**config.mk**
```make
export PLATFORM = sky130hd
export DESIGN_NAME = block_accumulator
export DESIGN_NICKNAME = d
export VERILOG_FILES = /design/src/rtl/block_accumulator_pkg.sv /design/src/rtl/block_accumulator_sat_add.sv /design/src/rtl/block_accumulator.sv
export SDC_FILE = /design/constraint.sdc
export NUM_CORES = 1
export LEC_CHECK = 0
export BUFFER_PORTS_ARGS = -buffer_cell sky130_fd_sc_hd__buf_4
export CAP_MARGIN = 0
export CORE_AREA = 4 4 107 109
export DETAILED_ROUTE_END_ITERATION = 12
export DIE_AREA = 0 0 111 113
export PLACE_DENSITY = 0.82
export SLEW_MARGIN = 40
export SYNTH_ARGS = -nofsm -noshare
export SYNTH_HDL_FRONTEND = slang
export SYNTH_SLANG_ARGS = --single-unit
```
**constraint.sdc**
```tcl
create_clock -name clk -period 5.45 [get_ports clk]
set_input_delay 0.2725 -clock clk [delete_from_list [all_inputs] [get_ports clk]]
set_output_delay 0.2725 -clock clk [all_outputs]
set_load 0.005 [all_outputs]
```
**src/rtl/block_accumulator_pkg.sv**
```systemverilog
// Shared definitions for block_accumulator.
//   issue_state_t : issue FSM encoding (IDLE = no divide outstanding, BUSY = one divide in flight)
//   clog2         : constant ceil(log2(n)), 0 for n <= 1
//   params_legal  : elaboration-time parameter sanity check
package block_accumulator_pkg;

  typedef enum logic {
    IDLE = 1'b0,
    BUSY = 1'b1
  } issue_state_t;

  function automatic int clog2(input int n);
    int r;
    r = 0;
    while ((1 << r) < n) r++;
    return r;
  endfunction

  function automatic bit params_legal(input int iw, input int dw, input int ns);
    return (iw >= 1) && (iw <= dw) && (ns >= 1);
  endfunction

endpackage

```
**src/rtl/block_accumulator_sat_add.sv**
```systemverilog
// Unsigned W-bit adder that clamps to all-ones on carry out.
//   a, b : operands
//   sum  : saturated a + b
//   ovf  : 1 when the true sum did not fit in W bits
module block_accumulator_sat_add #(
  parameter int W = 32
) (
  input  logic [W-1:0] a,
  input  logic [W-1:0] b,
  output logic [W-1:0] sum,
  output logic         ovf
);

  logic [W:0] full;

  assign full = {1'b0, a} + {1'b0, b};
  assign ovf  = full[W];
  assign sum  = ovf ? '1 : full[W-1:0];

endmodule

```
**src/rtl/block_accumulator.sv**
```systemverilog
// Sums NUM_SAMPLES consecutive samples and hands each block total to a
// divide-by-N unit as a single dividend pulse. One divide may be in flight;
// one further total can wait in the hold register, anything beyond is dropped.
//   clk, rst      : clock, synchronous active-high reset
//   i_sample(_v)  : unsigned sample and its valid
//   i_clear       : discard the partial block (same-cycle sample is discarded too)
//   i_quotient_v  : the outstanding divide has finished
//   o_dividend(_v): block total and its one-cycle issue pulse
//   o_busy        : a divide is outstanding
//   o_overflow    : sticky, some block total saturated
//   o_drop        : one-cycle pulse, a completed block was discarded
module block_accumulator
  import block_accumulator_pkg::*;
#(
  parameter int IWIDTH      = 16,
  parameter int DWIDTH      = 32,
  parameter int NUM_SAMPLES = 43
) (
  input  logic              clk,
  input  logic              rst,
  input  logic [IWIDTH-1:0] i_sample,
  input  logic              i_sample_v,
  input  logic              i_clear,
  input  logic              i_quotient_v,
  output logic [DWIDTH-1:0] o_dividend,
  output logic              o_dividend_v,
  output logic              o_busy,
  output logic              o_overflow,
  output logic              o_drop
);

  localparam int            CW       = (clog2(NUM_SAMPLES) < 1) ? 1 : clog2(NUM_SAMPLES);
  localparam logic [CW-1:0] CNT_LAST = CW'(NUM_SAMPLES - 1);

  generate
    if (!params_legal(IWIDTH, DWIDTH, NUM_SAMPLES)) begin : g_bad_params
      $error("block_accumulator: need 1 <= IWIDTH <= DWIDTH and NUM_SAMPLES >= 1");
    end
  endgenerate

  issue_state_t      state_q, state_d;
  logic [CW-1:0]     cnt_q;
  logic [DWIDTH-1:0] sum_q, hold_q, hold_d, add_sum, smp_ext, issue_val;
  logic              hold_v_q, hold_v_d, add_ovf, take, blk_end, issue, drop_d;

  assign smp_ext = DWIDTH'(i_sample);
  assign take    = i_sample_v & ~i_clear;
  // add_sum is the block total on the completing cycle
  assign blk_end = take & (cnt_q == CNT_LAST);

  block_accumulator_sat_add #(.W(DWIDTH)) u_sum (
    .a   (sum_q),
    .b   (smp_ext),
    .sum (add_sum),
    .ovf (add_ovf)
  );

  // accumulator and sample counter
  always_ff @(posedge clk) begin
    if (rst) begin
      cnt_q      <= '0;
      sum_q      <= '0;
      o_overflow <= 1'b0;
    end else begin
      if (take && add_ovf) o_overflow <= 1'b1;
      if (i_clear || blk_end) begin
        cnt_q <= '0;
        sum_q <= '0;
      end else if (i_sample_v) begin
        cnt_q <= cnt_q + CW'(1);
        sum_q <= add_sum;
      end
    end
  end

  // issue FSM: next state, hold update, issue/drop decisions
  always_comb begin
    state_d   = state_q;
    issue     = 1'b0;
    issue_val = hold_q;
    hold_d    = hold_q;
    hold_v_d  = hold_v_q;
    drop_d    = 1'b0;
    case (state_q)
      IDLE: begin
        // a stray quotient here is ignored
        if (blk_end) begin
          issue     = 1'b1;
          issue_val = add_sum;
          state_d   = BUSY;
        end
      end
      BUSY: begin
        if (i_quotient_v) begin
          if (hold_v_q) begin
            // held total goes out; a coincident new total takes its place
            issue     = 1'b1;
            issue_val = hold_q;
            hold_v_d  = blk_end;
            if (blk_end) hold_d = add_sum;
          end else if (blk_end) begin
            issue     = 1'b1;
            issue_val = add_sum;
          end else begin
            state_d = IDLE;
          end
        end else if (blk_end) begin
          if (hold_v_q) begin
            drop_d = 1'b1;
          end else begin
            hold_d   = add_sum;
            hold_v_d = 1'b1;
          end
        end
      end
      default: state_d = IDLE;
    endcase
  end

  always_ff @(posedge clk) begin
    if (rst) begin
      state_q      <= IDLE;
      hold_q       <= '0;
      hold_v_q     <= 1'b0;
      o_dividend   <= '0;
      o_dividend_v <= 1'b0;
      o_drop       <= 1'b0;
    end else begin
      state_q      <= state_d;
      hold_q       <= hold_d;
      hold_v_q     <= hold_v_d;
      o_dividend_v <= issue;
      o_drop       <= drop_d;
      if (issue) o_dividend <= issue_val;
    end
  end

  assign o_busy = (state_q == BUSY);

endmodule
```
==> results.tsv <==
stage	metric	value	unit
status	run_status	finished clean	
synthesis	synth_fa_ha_area_share	4.33	%
power_and_ir_drop	comb_power_share	11.9	%
critical_path	critPathBufInv	0	
route	dr.pass1.iters	6	
synthesis	synth-simple-area-share	20.5	%
clock_network	clkTransAtPathRegs	0.11	ns
route	postRouteAntennaNets	0	
critical_path	path_max_fanout	27	
critical_path	crit_chain	ha_1, fa_1, a211oi_1, o211ai_1, nand3_2, a21oi_4, nand2b_1, o221ai_1, a21oi_1	
timing	fin_crit	3.29	ns
clock_network	cts-root-buf	clkbuf_8	
timing	hold_violations	0	
layout	multiInputGateArea	3300	um2
critical_path	slowest_stage	a21oi_4	
route	drt-initial-drc-count	485	
layout	n_fill_cell	918	
timing	rsz0062_at_grt	no	
critical_path	crit_path_start_kind	register	
die	fp.dieW	111	um
power_and_ir_drop	swShare	28.6	%
clock_network	h-tree-depth	3	
grt	grt_util_all_layers	22.9	%
timing	fin_worst_skew	0.0108	ns
synthesis	syn_area	5670	um2
layout	nNetsFinal	747	
synthesis	synth_top_cell_by_area	dfxtp_1	
timing	setup_viol	0	
route	vias_per_cell	6.13	
critical_path	crit_type	register to register	
route	wl	14500	um
clock_network	clock_sinks	107	
grt	grt_pass1_wl	23900	um
critical_path	crit_family	compound AO/OA/AOI/OAI gates	
synthesis	yosysWarnings	0	
synthesis	ys_types	66	
power_and_ir_drop	vdd_ir_drop_max	0.000117	V
layout	register_area	2140	um2
clock_network	ctsResizeCount	0	
critical_path	path_depth	9	
synthesis	synthMuxAreaShare	0	%
clock_network	worstSkewPairLatency	0.38	ns
clock_network	cts_setup_buffers	0	
synthesis	synth_compound_area_share	27.7	%
placed_design	gp_congestion	0.952	
synthesis	syn-num-nets	719	
placed_design	port_buffers	56	
clock_network	cts_max_path_buffers	2	
synthesis	synth_xor_xnor_area_share	5.08	%
placed_design	placed_cell_area	6110	um2
synthesis	netlist.area_leader.share	37.8	%
timing	drv_slew	0	
synthesis	synthArstFlopShare	0	%
critical_path	crit_arrival	3.60	ns
synthesis	dominantRegCellSynth	dfxtp_1	
critical_path	cp-end-kind	register	
die	coreArea	10600	um2
die	io_pins	57	
clock_network	cts_tree	yes	
power_and_ir_drop	seqPwrFrac	55.8	%
route	route.detailed.drc	0	
critical_path	critical_path_required	5.76	ns
die	dieArea	12500	um2
power_and_ir_drop	finalPower	0.00142	W
timing	slew_headroom	45.5	%
timing	fin_crit_sh	60.4	%
route	wl_per_cell	17.0	um
clock_network	cts_made_buffers	9	
route	vias	5219	
timing	timing.fmax	0.304	GHz
critical_path	cpPeakStageDelay	0.67	ns
synthesis	ys_ff_latch	107	
grt	antenna_found_initial	0	
synthesis	synth_top_family_by_area	compound AO/OA/AOI/OAI gates	
synthesis	ys_seq_area_share	37.8	%
power_and_ir_drop	p_int	0.00102	W
synthesis	syn-mean-instance-area	8.35	um2
power_and_ir_drop	p_sw	0.000407	W
power_and_ir_drop	p_clk_share	32.3	%
synthesis	synth-edff-count	0	
job	drv_cap	0	
die	floorplan.rows	38	
timing	worst_slew_pin_slew	0.816	ns
grt	grt_max_degree	69	
die	start_util	53.5	%
timing	fin_setup_tns	0	ns
grt	overflow	0	
synthesis	syn_inst	679	
hold_path	holdPathStages	2	
hold_path	min_path_type	primary input to register	
die	die_y	113	um
layout	num_antenna_cells	0	
critical_path	rr_worst_depth	9	
power_and_ir_drop	power.leakage	2.29	nW
layout	drive_gt1_share	17.1	%
layout	area_growth	11.0	%
grt	grt_pass1_vias	4830	
layout	fin_area	6290	um2
synthesis	synth_area_leaders	dfxtp_1 38%, nor2_1 8.2%, a211oi_1 6.6%	
timing	hold_ws	0.179	ns
clock_network	cts_hold_buf	0	
power_and_ir_drop	powerDensity	226	nW/um2
placed_design	dp_hpwl	10400	um
layout	final_util	59.4	%
## sequential cells by signal, indices dropped and copies added, names as in the netlist
name          count
o_overflow        1
o_drop            1
sum_q            32
hold_q           32
o_busy            1
o_dividend       32
hold_v_q          1
cnt_q             6
o_dividend_v      1
## metrics by stage
step,worst slack [ns],std cells
after floorplan,3.10,679
after global placement,1.99,836
after detailed placement,2.23,836
after CTS,2.20,852
after global routing,1.91,852
final,2.16,852
## cells in the final DEF, fill, tap and decap left out, types with 8 or more instances in the layout
cell         n
a2111oi_2    9
a211oi_1    50
a21oi_1     50
and3_1       9
buf_4       58
clkbuf_8     9
dfxtp_1    107
ha_1        18
inv_1       17
nand2_1     47
nand3_1     15
nand4_1      8
nor2_1     124
nor3_1       8
o21a_1      10
o21ai_0     32
o221ai_1     8
xnor2_1     19
xor2_1      12
## area by class of cell
class / instances / area share (%)
sequential: 107 / 34.0
tap: 140 / 2.78
timing repair buffer: 58 / 6.92
clock buffer: 10 / 2.03
multi-input combinational: 513 / 52.4
inverter: 18 / 1.07
clock inverter: 6 / 0.795
## final timing paths
| kind | slack, ns | startpoint | to |
|---|---|---|---|
| max | 2.16 | sum_q[0] | o_dividend[2] |
| min | 0.18 | i_quotient_v | o_drop |
| max reg2reg | 2.16 | sum_q[0] | o_dividend[2] |
| min reg2reg | 0.45 | o_dividend[16] | o_dividend[16] |
## power by group through the flow
stage	Sequential, W	Clock [W]	Combinational, W
2_1_floorplan	0.000810	0	0.000117
6_report	0.000794	0.000460	0.000170
3_3_place_gp	0.000811	0	0.000161
5_1_grt	0.000795	0.000489	0.000187
3_5_place_dp	0.000812	0	0.000163
4_1_cts	0.000794	0.000462	0.000165
## routing by layer
metal | up-vias | GRT usage, % | share of wire, %
met5 | - | 0 | 0
met4 | 0 | 7.39 | 1.5
met3 | 14 | 3.26 | 6.9
met2 | 187 | 35.6 | 45
met1 | 2502 | 32.9 | 47
li1 | 2516 | - | -
## logic make-up (layout without fill, tap and decap cells)
family | count (synthesis) | after routing
AO/OA/AOI/OAI | 216 | 216
XOR/XNOR | 32 | 32
adder cells (fa/ha/maj) | 19 | 19
buffers and inverters | 59 | 92
flip-flops | 107 | 107
AND/OR/NAND/NOR | 246 | 246
## synth_stat cells (8+ instances only)
master     number
inv_1          17
a2111oi_2       9
nor2_1        124
xnor2_1        19
clkbuf_1       21
ha_1           18
nand3_1        15
and3_1          9
xor2_1         12
nand4_1         8
dfxtp_1       107
o21a_1         10
nor3_1          8
o21ai_0        32
a21oi_1        51
a211oi_1       50
buf_2          14
o221ai_1        8
nand2_1        47
No activity file was read; power rests on OpenSTA's default activity.
